--- config.mk ---
export PLATFORM = sky130hd
export DESIGN_NAME = audio_i2s_stereo_rx
export DESIGN_NICKNAME = d
export VERILOG_FILES = /design/src/rtl/audio_i2s_stereo_rx.sv
export SDC_FILE = /design/constraint.sdc
export NUM_CORES = 1
export LEC_CHECK = 0
export ABC_AREA = 1
export CELL_PAD_IN_SITES_DETAIL_PLACEMENT = 1
export CELL_PAD_IN_SITES_GLOBAL_PLACEMENT = 2
export CORE_ASPECT_RATIO = 1.5
export CORE_UTILIZATION = 37
export DETAILED_ROUTE_END_ITERATION = 8
export PLACE_DENSITY_LB_ADDON = 0.2
export SYNTH_ARGS = -nofsm -noshare
export SYNTH_HDL_FRONTEND = slang
export SYNTH_SLANG_ARGS = --single-unit
--- constraint.sdc ---
create_clock -name aud_bclk -period 4.5 [get_ports aud_bclk]
set_input_delay 1.35 -clock aud_bclk [delete_from_list [all_inputs] [get_ports aud_bclk]]
set_output_delay 1.35 -clock aud_bclk [all_outputs]
set_load 0.02 [all_outputs]
--- src/rtl/audio_i2s_stereo_rx.sv ---
// rtl/audio_i2s_stereo_rx.sv - I2S stereo ADC receiver packing {left, right} samples
module audio_i2s_stereo_rx #(
    parameter int CH_BITS = 16
) (
    input  logic                   aud_bclk,
    input  logic                   rst_n,
    input  logic                   rx_en,
    input  logic                   aud_lrc,
    input  logic                   aud_adcdat,
    output logic                   aud_rx_done,
    output logic [2*CH_BITS-1:0]   aud_adc_data,
    output logic                   frame_err
);

    typedef enum logic [1:0] {
        IDLE  = 2'd0,
        LEFT  = 2'd1,
        RIGHT = 2'd2
    } state_t;

    state_t               state_q, state_d;
    logic                 lrc_d0;
    logic [5:0]           cnt;
    logic [CH_BITS-1:0]   shift_q;
    logic [CH_BITS-1:0]   shift_next;
    logic [CH_BITS-1:0]   left_q;
    logic                 left_valid;
    logic                 pend_q;

    logic                 fall, rise, lrc_edge;
    logic                 bit_take, last_bit, short_ch;
    logic                 left_load, left_clr, pend_d, err_d;

    assign fall     = lrc_d0 & ~aud_lrc;
    assign rise     = ~lrc_d0 & aud_lrc;
    assign lrc_edge = fall | rise;

    // The bit sampled on an edge cycle is the previous channel's LSB, so it never shifts in.
    assign bit_take = !lrc_edge && (cnt < 6'(CH_BITS));
    assign last_bit = !lrc_edge && (cnt == 6'(CH_BITS - 1));
    assign short_ch = cnt < 6'(CH_BITS);

    generate
        if (CH_BITS == 1) begin : g_shift_one
            assign shift_next = aud_adcdat;
        end else begin : g_shift_many
            assign shift_next = {shift_q[CH_BITS-2:0], aud_adcdat};
        end
    endgenerate

    always_ff @(posedge aud_bclk or negedge rst_n) begin
        if (!rst_n) begin
            state_q <= IDLE;
        end else begin
            state_q <= state_d;
        end
    end

    always_comb begin
        state_d   = state_q;
        left_load = 1'b0;
        left_clr  = 1'b0;
        pend_d    = 1'b0;
        err_d     = 1'b0;
        if (!rx_en) begin
            state_d  = IDLE;
            left_clr = 1'b1;
        end else begin
            case (state_q)
                IDLE: begin
                    if (fall) begin
                        state_d = LEFT;
                    end
                end
                LEFT, RIGHT: begin
                    if (lrc_edge) begin
                        if (short_ch) begin
                            err_d    = 1'b1;
                            left_clr = 1'b1;
                        end
                        state_d = fall ? LEFT : RIGHT;
                    end else if (last_bit) begin
                        if (state_q == LEFT) begin
                            left_load = 1'b1;
                        end else if (left_valid) begin
                            pend_d = 1'b1;
                        end
                    end
                end
                default: state_d = IDLE;
            endcase
        end
    end

    always_ff @(posedge aud_bclk or negedge rst_n) begin
        if (!rst_n) begin
            lrc_d0  <= 1'b0;
            cnt     <= 6'd0;
            shift_q <= '0;
        end else begin
            lrc_d0 <= aud_lrc;
            if (lrc_edge) begin
                cnt <= 6'd0;
            end else if (cnt != 6'd63) begin
                cnt <= cnt + 6'd1;
            end
            if (bit_take) begin
                shift_q <= shift_next;
            end
        end
    end

    // A left word is consumed by exactly one right word, so a stray second right channel cannot reuse it.
    always_ff @(posedge aud_bclk or negedge rst_n) begin
        if (!rst_n) begin
            left_q     <= '0;
            left_valid <= 1'b0;
        end else if (left_clr) begin
            left_q     <= '0;
            left_valid <= 1'b0;
        end else if (left_load) begin
            left_q     <= shift_next;
            left_valid <= 1'b1;
        end else if (pend_d) begin
            left_valid <= 1'b0;
        end
    end

    always_ff @(posedge aud_bclk or negedge rst_n) begin
        if (!rst_n) begin
            pend_q       <= 1'b0;
            aud_rx_done  <= 1'b0;
            aud_adc_data <= '0;
            frame_err    <= 1'b0;
        end else begin
            pend_q      <= pend_d;
            frame_err   <= err_d;
            aud_rx_done <= pend_q && rx_en;
            if (pend_q && rx_en) begin
                aud_adc_data <= {left_q, shift_q};
            end
        end
    end

endmodule

After elaboration in Yosys (flattened, before gate mapping)
Cells that the tools add are included.
- add/subtract/negate cells: 1
- magnitude comparators: 1
- equal/unequal tests: 6
- muxes and demuxes: 28
- bitwise operators: 5
- reduce and logical (&&, ||, !) cells: 10
- operator list (operator ; number):
    $mux W16 ; 2
    $mux W1 ; 19
    $mux W6 ; 2
    $mux W2 ; 4
    $add A6 B1 Y6 const B ; 1
    $eq A6 B4 Y1 const B ; 1
    $lt A6 B5 Y1 const B ; 1
    $ne A3 B3 Y1 const B ; 2
    $ne A6 B6 Y1 const B ; 1
    $pmux W2 S2 ; 1
    $reduce_bool A2 Y1 ; 2
    $logic_and A1 B1 Y1 ; 3
    $reduce_bool A3 Y1 ; 1
    $and A1 B1 Y1 ; 2
    $eq A2 B1 Y1 const B ; 1
    $eq A2 B2 Y1 const B ; 1
    $logic_not A2 Y1 ; 1
    $not A1 Y1 ; 2
    $reduce_and A2 Y1 ; 1
    $reduce_or A2 Y1 ; 1
    $logic_not A1 Y1 ; 1
    $or A1 B1 Y1 ; 1
- register bits: 77
- bits of input ports: 5
- output and inout bits: 34
- word-level logic and storage cells: 61

Longest topological paths before layout
Gate-level depths: netlist (run 1).
- depth after elaboration: 12
- mapped depth: 9
- mapped depth without buffers: 9

Worst setup path after synthesis (run 1)
Ideal clock, no wire load.
- path kind: input to register
- from: in aud_lrc
- to: reg left_q[10]
- library setup time: 0.117 ns
- data arrival time: 2.385 ns
- data required time: 4.383 ns
- slack: 1.999 ns
- stages on the path: 9
- path buffers: 2
- path through: inv_1 > ha_1 > buf_6 > inv_2 > nor2_2 > nand3_4 > buf_6 > nand3_2 > nand2_1
- longest elaborated chain between the ends: 10
- elaborated cells on any way between the ends: 15
- classes of those cells: 8 x mux; 4 x bitwise; 3 x reduce/logical
- RTL lines (item ; line ; RTL):
    start, declared ; 8 ; input logic aud_lrc,
    $not A1 Y1 ; 34 ; assign fall = lrc_d0 & ~aud_lrc;
    $and A1 B1 Y1 ; 34 ;
    $or A1 B1 Y1 * ; 36 ; assign lrc_edge = fall | rise;
    $logic_not A1 Y1 ; 40 ; assign last_bit = !lrc_edge && (cnt == 6'(CH_BITS - 1));
    $logic_and A1 B1 Y1 ; 40 ;
    $mux W1 ; 82 ; end else if (last_bit) begin
    $mux W1 ; 76 ; if (lrc_edge) begin
    $mux W1 ; 69 ; case (state_q)
    $mux W1 ; 65 ; if (!rx_en) begin
    $reduce_bool A2 Y1 (no line) ; n/a ;
    end signal, assigned ; 122 ; left_q <= shift_next;
    end, declared ; 26 ; logic [CH_BITS-1:0] left_q;
Every way passes the cells marked *; elsewhere a longest branch is shown, timed or not.
A chain may end at the register's enable or synchronous reset.

Worst setup path in the final report (run 1)
- from: in aud_lrc
- to: reg left_q[1]
The elaborated chain is that of the path after synthesis.

==> flow_metrics.tcl, run 1 <==
set metrics [dict create \
    cts_buffers 9 \
    pwr-share-seq_pct 46.6 \
    seq_area_um2 1930 \
    worstPathRequired_ps 4770 \
    period_share_pct 69.2 \
    pin_count 39 \
    fin_cells 492 \
    drv_slew 0 \
    switching_power_uw 476 \
    p_int_mw 1.24 \
    max_slew_margin_pct 35.9 \
    p_per_area_nw_per_um2 431 \
    hold_viol_final 0 \
    drive_above_1_share_pct 9.87 \
    synth_commonest_cells "nand2_1, dfrtp_1, nand3_1, inv_1, o21ai_0" \
    fin_worst_skew_ps 4.88 \
    setup_viol 0 \
    rrSetupSlack_ps 2540 \
    hp-class "register to register" \
    r2r-end "left_q[1]" \
    worstSetupEndpointType "register" \
    yosysUniqueCellTypes 28 \
    avgSynthCellArea_um2 9.49 \
    drtPass1Iterations 4 \
    drtIter0Drc 154 \
    slowest_delay_ps 540 \
    syn-num-nets 356 \
    grt_use_total_pct 17.5 \
    place_inst 478 \
    drv_cap 0 \
    synth_ff_type "dfrtp_1" \
    yosysTopAreaCellShare_pct 58.7 \
    worstPathArrival_ps 3380 \
    startpoint_type "input pin" \
    postCtsHoldBufs 0 \
    r2r_start "lrc_d0" \
    drcViolationCount 0 \
    timing.fmax_mhz 321 \
    synthesis.area_um2 3280 \
    core_area_um2 8520 \
    cp-endpoint "left_q[1]" \
    ys_top_cells_by_area "dfrtp_1, nand2_1, nand3_1" \
    nets 392 \
    pwr-share-clk_pct 40.2 \
    root_buffer "clkbuf_16" \
    min_period_ps 3110 \
    rsz0062_at_grt "no" \
    die_w_um 78.9 \
    cts_tree "done" \
    rows 41 \
    critPathMaxFanout 16 \
    postRouteAntennaNets 0 \
    grt_pass1_vias 2454 \
    ir_drop_uv 219 \
    wirelength_um 7130 \
    p_sw_share_pct 27.7 \
    grt_pass1_wl_um 12300 \
    dieArea_um2 9260 \
    r2r_cells 5 \
    place_hpwl_um 4830 \
    run_status "finished, final reports clean" \
    tns_ps 0 \
    gp_congestion 0.733 \
    clock_sinks 77 \
    cp_slowest_cell "ha_1" \
    cts_buffer_depth 2 \
    syn_inst 346 \
    vias 2341 \
    grt_antenna_before_repair 0 \
    drt-vias-per-instance 4.76 \
    die_h_um 117 \
    synth-edff-count 0 \
    n_antenna_cell 0 \
    num-fill-cells 986 \
    clk_pin_slew_ps 50 \
    worst_slew_pin_slew_ps 962 \
    ctsResizeCount 0 \
    syn_to_final_growth_pct 21.5 \
    grt_max_degree 78 \
    multi_input_area_um2 1140 \
    wl_per_cell_um 14.5 \
    insertion_delay_ps 330 \
    critPathLaunch "aud_lrc" \
    leakage_nw 1.97 \
    combPwrFrac_pct 13.2 \
    synth_largest_area_cell "dfrtp_1" \
    post-cts-setup-buffers 0 \
    seq_area_frac_synth_pct 58.7 \
    portBuffers 38 \
    grt_overflow_total 0 \
    cp_cell_sequence "clkdlybuf4s50_1 -> inv_1 -> ha_1 -> nor2_1 -> a21oi_4 -> nand3_1 -> nand2_1" \
    yosys_warnings 0 \
    start_util_pct 38.5 \
    synthArstFlopShare_pct 100 \
    synthMostInstantiatedCell "nand2_1" \
    crit_type "input pin to register" \
    synth-seq-cells 77 \
    htreeDepth 3 \
]
-- flip-flops by register name, summed over array words and instances, names as in the netlist --
register / flops
aud_adc_data: 32
left_q: 16
shift_q: 16
cnt: 6
state_q: 2
aud_rx_done: 1
frame_err: 1
left_valid: 1
lrc_d0: 1
pend_q: 1
-- placed cells by master, fill, tap and decap left out, drive strengths merged, types with 2 or more instances in the layout --
cell type | Yosys | layout
nand2 | 121 | 121
dfrtp | 77 | 77
nand3 | 42 | 42
clkdlybuf4s50 | 0 | 37
o21ai | 37 | 37
inv | 30 | 30
clkbuf | 1 | 13
nor2 | 12 | 12
ha | 5 | 5
nand4 | 2 | 2
buf | 13 | 2
clkinv | 1 | 2
a21oi | 2 | 2
-- area by class of cell --
| cell class | count | area share (%) |
|---|---|---|
| flip-flops and latches | 77 | 48.3 |
| multi-input cells | 224 | 28.6 |
| repair buffers | 39 | 9.66 |
| clock buffers | 13 | 7.03 |
| well taps | 107 | 3.36 |
| inverters | 31 | 2.92 |
| clock inverters | 1 | 0.126 |
-- worst min-delay path by stage --
stage,from,to,slack (ps),cells past startpoint
finish,aud_adc_data[28],aud_adc_data[28],480,2
global route,aud_adc_data[19],aud_adc_data[19],500,2
CTS,aud_adc_data[19],aud_adc_data[19],480,2
detailed placement,aud_adc_data[15],aud_adc_data[15],470,2
global placement,left_q[5],aud_adc_data[21],460,2
floorplan,shift_q[15],aud_adc_data[15],440,2
-- power groups by stage --
stage | Combinational (mW) | Sequential [mW] | Clock [mW]
detailed placement | 0.232 | 0.815 | 0
finish | 0.226 | 0.802 | 0.691
CTS | 0.234 | 0.804 | 0.709
global route | 0.265 | 0.811 | 0.732
floorplan | 0.176 | 0.799 | 0
global placement | 0.228 | 0.813 | 0
-- per-stage QoR --
step                utilization, %  area, µm²  power [mW]  hold slack [ps]  worst slack, ps
floorplan                        -       3280       0.975              442             2000
global placement              43.5       3700        1.04              461             1120
detailed placement            43.5       3700        1.05              468             1070
CTS                           46.8       3990        1.75              484             1360
global route                  46.8       3990        1.81              501             1210
finish                        46.8       3990        1.72              479             1390
-- cell families (layout without fill, tap and decap cells) --
family	after synthesis	in the layout	share of synthesized area (%)
flip-flops	77	77	58.7
buffers and inverters	45	84	6.56
AND/OR/NAND/NOR	179	179	26.3
adder cells (fa/ha/maj)	5	5	1.91
AO/OA/AOI/OAI	40	40	6.52
-- layer usage --
metal | routed length (µm) | share of wire, % | global-route usage (%)
met1 | 2980 | 42 | 20.4
met2 | 3850 | 54 | 30.5
met3 | 159 | 2.2 | 3.35
met4 | 142 | 2.0 | 7.50
met5 | 0 | 0 | 0
-- critical path, delay by kind of cell --
family          cells  cell delay (ps)
fa+ha+maj           1              540
compound gates      1              540
buf+inv             2              520
simple gates        3              430
Note: power is estimated with default switching activity, not from simulation.
==> inputs of run 2 (changes only) <==
--- a/config.mk
+++ b/config.mk
@@ -9,7 +9,7 @@
 export CELL_PAD_IN_SITES_DETAIL_PLACEMENT = 1
 export CELL_PAD_IN_SITES_GLOBAL_PLACEMENT = 2
 export CORE_ASPECT_RATIO = 1.5
-export CORE_UTILIZATION = 37
+export CORE_UTILIZATION = 35
 export DETAILED_ROUTE_END_ITERATION = 8
 export PLACE_DENSITY_LB_ADDON = 0.2
 export SYNTH_ARGS = -nofsm -noshare
==> constraint.sdc (replaced) <==
create_clock -name aud_bclk -period 3.04 [get_ports aud_bclk]
set_input_delay 0.912 -clock aud_bclk [delete_from_list [all_inputs] [get_ports aud_bclk]]
set_output_delay 0.912 -clock aud_bclk [all_outputs]
set_load 0.02 [all_outputs]
==> run 2 against run 1 <==
Net effect:
- via count is 3.5% higher
- final cell count increased by 1.0%
- critical path depth rose by 1
- combinational power grew 67%
- flip-flop and latch count unchanged
- critical endpoint unchanged
- largest cell class unchanged
==> flow_metrics.tcl, run 2 (synthesis results as in run 1) <==
set metrics [dict create \
    run_status "finished, final reports clean" \
    worst_slew_pin_slew_ps 513 \
    grt_pass1_wl_um 13100 \
    place_hpwl_um 5090 \
    cp_cell_sequence "clkdlybuf4s50_1 -> inv_1 -> ha_1 -> inv_2 -> nor2_2 -> nand3_4 -> nand3_1 -> nand2_1" \
    postRouteAntennaNets 0 \
    tns_ps 0 \
    grt_antenna_before_repair 0 \
    p_per_area_nw_per_um2 620 \
    fin_util_pct 44.6 \
    wirelength_um 7460 \
    regMostFlops "aud_adc_data" \
    die_w_um 81.1 \
    drtPass1Iterations 4 \
    slowest_delay_ps 470 \
    crit_buf_inv 3 \
    worstPathArrival_ps 2570 \
    mostFrequentLayoutCells "nand2_1, dfrtp_1, clkdlybuf4s50_1" \
    worstSetupEndpointType "register" \
    crit_type "input pin to register" \
    rows 42 \
    n_antenna_cell 0 \
    grt_pass1_vias 2684 \
    syn_to_final_growth_pct 22.2 \
    postCtsHoldBufs 0 \
    clk_pin_slew_ps 50 \
    post-cts-setup-buffers 0 \
    r2r_start "state_q[0]" \
    htreeDepth 3 \
    final_common_cell "nand2_1" \
    cts_tree "done" \
    r2r-end "left_q[1]" \
    gp_congestion 0.702 \
    hp-class "register to register" \
    core_area_um2 8990 \
    ctsResizeCount 0 \
    start_util_pct 36.5 \
    r2r_cells 7 \
    min_from "aud_adc_data[26]" \
    pin_count 39 \
    crit_family "simple AND/OR/NAND/NOR gates" \
    min_path_cells 2 \
    cts_buffer_depth 2 \
    root_buffer "clkbuf_16" \
    drive_above_1_share_pct 10.1 \
    rrSetupSlack_ps 1240 \
    hold-path-endpoint "aud_adc_data[26]" \
    min_period_ps 2360 \
    grt_max_degree 48 \
    grt_overflow_total 0 \
    clock_sinks 77 \
    vias 2422 \
    top_regs "aud_adc_data x32, left_q x16, shift_q x16" \
    portBuffers 38 \
    wl_per_cell_um 15.0 \
    critPathMaxFanout 17 \
    leakage_nw 1.98 \
    drcViolationCount 0 \
    insertion_delay_ps 330 \
    hold_viol_final 0 \
    period_share_pct 77.5 \
    drv_slew 0 \
    die_h_um 121 \
    worstPathRequired_ps 3260 \
    rsz0062_at_grt "no" \
    dieArea_um2 9780 \
    drt-vias-per-instance 4.87 \
    fin_worst_skew_ps 5.09 \
    cts_buffers 9 \
    startpoint_type "input pin" \
    drv_cap 0 \
    cp_slowest_cell "clkdlybuf4s50_1" \
    largest_register_ffs 32 \
    drtIter0Drc 115 \
    setup_viol 0 \
    ir_drop_uv 362 \
    nets 397 \
    max_slew_margin_pct 65.6 \
    grt_use_total_pct 18.0 \
    timing.fmax_mhz 424 \
]
run 2: cell types whose count changed in the layout (fill, tap and decap cells not counted):
| cell | delta |
|---|---|
| buf_12 | +2 |
| buf_4 | +3 |
| clkbuf_1 | +1 |
| clkbuf_8 | -3 |
| clkinv_2 | -1 |
run 2: area by class of cell:
class	count	area [µm²]
Tap cell	110	138
Fill cell	1020	4970
Sequential cell	77	1930
Multi-Input combinational cell	224	1140
Timing Repair Buffer	44	448
Clock buffer	11	243
Inverter	31	116
run 2: stage by stage:
stage	instance area (µm²)	setup slack, ps	hold slack (ps)	total power, mW	instances
2_1_floorplan	3280	977	442	1.44	346
3_3_place_gp	3770	400	463	1.58	486
3_5_place_dp	3770	324	466	1.59	486
4_1_cts	4010	665	481	2.53	497
5_1_grt	4010	517	503	2.62	497
6_report	4010	683	475	2.49	497
run 2: routing by layer:
metal / GRT usage [%] / part of all wire [%] / up-vias
met5: 0 / 0 / -
met4: 8.37 / 2.2 / 0
met3: 3.32 / 2.1 / 13
met2: 31.3 / 55 / 31
met1: 20.8 / 41 / 1206
li1: - / - / 1172
run 2: worst max-delay path by stage:
stage,cells after the start,startpoint,end
2_1_floorplan,9,aud_lrc,left_q[10]
3_5_place_dp,8,aud_lrc,left_q[1]
4_1_cts,8,aud_lrc,left_q[1]
5_1_grt,8,aud_lrc,left_q[5]
3_3_place_gp,8,aud_lrc,left_q[2]
6_report,8,aud_lrc,left_q[1]
run 2: tightest hold or removal path, delay by kind of cell (launching register included):
family | cells | cell delay [ps]
simple gates | 2 | 100
flops | 1 | 340
run 2: report_power, final:
| group | leakage, nW | total (mW) | internal [mW] | switching, mW |
|---|---|---|---|---|
| sequential | 1.06 | 1.19 | 1.11 | 0.0770 |
| combinational | 0.802 | 0.378 | 0.128 | 0.250 |
| clock | 0.119 | 0.923 | 0.552 | 0.371 |
==> inputs of run 3 (changes only) <==
--- a/config.mk
+++ b/config.mk
@@ -9,7 +9,7 @@
 export CELL_PAD_IN_SITES_DETAIL_PLACEMENT = 1
 export CELL_PAD_IN_SITES_GLOBAL_PLACEMENT = 2
 export CORE_ASPECT_RATIO = 1.5
-export CORE_UTILIZATION = 35
+export CORE_UTILIZATION = 31
 export DETAILED_ROUTE_END_ITERATION = 8
 export PLACE_DENSITY_LB_ADDON = 0.2
 export SYNTH_ARGS = -nofsm -noshare
==> constraint.sdc (replaced) <==
create_clock -name aud_bclk -period 2 [get_ports aud_bclk]
set_input_delay 0.6 -clock aud_bclk [delete_from_list [all_inputs] [get_ports aud_bclk]]
set_output_delay 0.6 -clock aud_bclk [all_outputs]
set_load 0.02 [all_outputs]
==> run 3 against run 2 <==
Net effect:
- die area rose by 13%
- via count is 1.7% higher
- setup slack worse by 580 ps
- sequential power grew 52%
- global-route usage fell by 2.5 points
- critical path depth is 7 lower
- register-to-register slack got worse by 770 ps
==> flow_metrics.tcl, run 3 (synthesis results as in run 1) <==
set metrics [dict create \
    grt_max_degree 39 \
    max_slew_margin_pct 65.0 \
    critPathMaxFanout 2 \
    start_util_pct 32.2 \
    vias 2463 \
    timing.fmax_mhz 526 \
    die_w_um 86.0 \
    drtIter0Drc 68 \
    clock_sinks 77 \
    met1_length_um 2940 \
    startpoint_type "register" \
    root_buffer "clkbuf_16" \
    worst_slew_pin_slew_ps 525 \
    place_ws_ps -445 \
    cp_slowest_cell "clkdlybuf4s50_1" \
    hp-class "input pin to asynchronous set/reset pin" \
    postRouteAntennaNets 0 \
    clk_pin_slew_ps 50 \
    run_status "finished, final reports clean" \
    die_h_um 128 \
    htreeDepth 3 \
    mostFrequentLayoutCells "nand2_1, dfrtp_1, clkdlybuf4s50_1" \
    leakage_nw 2.08 \
    place_hpwl_um 5580 \
    crit_family "buffers and inverters" \
    r2r_start "state_q[0]" \
    drv_cap 0 \
    drv_slew 0 \
    critPathLaunch "aud_adc_data[4]" \
    dieArea_um2 11000 \
    cp_cell_sequence "clkdlybuf4s50_1" \
    regMostFlops "aud_adc_data" \
    period_share_pct 95.0 \
    rows 45 \
    core_area_um2 10200 \
    p_per_area_nw_per_um2 913 \
    n_antenna_cell 0 \
    rsz0062_at_grt "no" \
    cts_buffer_depth 2 \
    drt-vias-per-instance 4.49 \
    wirelength_um 7590 \
    grt_antenna_before_repair 0 \
    ir_drop_uv 555 \
    dr_wl_met3_um 148 \
    top_regs "aud_adc_data x32, left_q x16, shift_q x16" \
    wl_per_cell_um 13.8 \
    layout_setup_ws_ps 100 \
    slowest_delay_ps 610 \
    grt_use_total_pct 15.5 \
    largest_register_ffs 32 \
    drive_above_1_share_pct 14.3 \
    min_period_ps 1900 \
    drcViolationCount 0 \
    hold_viol_final 0 \
    grt_overflow_total 0 \
    pin_count 39 \
    worstPathRequired_ps 1400 \
    drtPass1Iterations 4 \
    worstPathArrival_ps 1300 \
    portBuffers 38 \
    cts_tree "done" \
    insertion_delay_ps 330 \
    grt_pass1_wl_um 12900 \
    crit_buf_inv 1 \
    cts_buffers 9 \
    nets 413 \
    wl_met2_um 4370 \
    gp_congestion 0.729 \
    top_layer_used "met4" \
    finalPower_mw 3.86 \
    final_common_cell "nand2_1" \
    post_dp_cell_area_um2 3930 \
    grt_pass1_vias 2736 \
    crit_type "register to output pin" \
    worstSetupEndpointType "output pin" \
    final_area_um2 4230 \
    syn_to_final_growth_pct 28.9 \
    setup_viol 0 \
    fin_worst_skew_ps 5.79 \
]
run 3: final timing paths:
kind                                     to  slack [ps]  cells past startpoint
setup / recovery            aud_adc_data[4]         100                      1
hold / removal             aud_adc_data[23]         240                      1
setup reg to reg                  left_q[1]         470                      8
hold reg to reg            aud_adc_data[30]         470                      2
max in group asynchronous        shift_q[1]        1160                      2
min in group aud_bclk      aud_adc_data[30]         470                      2
run 3: area by class of cell:
type                    instances  area [µm²]
fillers                      1186        5960
clock buffers                  13         250
inverters                      31         116
repair buffers                 60         609
flip-flops and latches         77        1930
well taps                     141         176
clock inverters                 2        10.0
multi-input cells             224        1140
run 3: timing repair:
| item | CTS | global route |
|---|---|---|
| pin swaps | 1 | 1 |
| buffers inserted | 1 | 1 |
| hold buffers | 0 | 0 |
| resized for setup | 0 | 2 |
| setup endpoints to repair | 16 | 17 |
run 3: per-layer routing:
| layer | vias up | track usage, % |
|---|---|---|
| li1 | 1211 | - |
| met1 | 1213 | 16.0 |
| met2 | 30 | 29.8 |
| met3 | 9 | 2.70 |
| met4 | 0 | 6.57 |
| met5 | - | 0 |
run 3: power breakdown:
part           leakage [nW]  internal (mW)  switching [mW]
registers              1.06           1.69           0.118
logic                 0.896          0.229           0.386
clock network         0.129          0.863           0.579
total                  2.08           2.78            1.08
run 3: through the flow:
stage / util [%] / hold WS [ps] / std cells / setup TNS [ps]
after detailed placement: 38.5 / 465 / 531 / -10490
after CTS: 41.3 / 261 / 547 / 0
final: 41.5 / 244 / 548 / 0
after global placement: 38.5 / 461 / 531 / -8640
after global routing: 41.5 / 286 / 548 / 0
after floorplan: - / 304 / 346 / 0
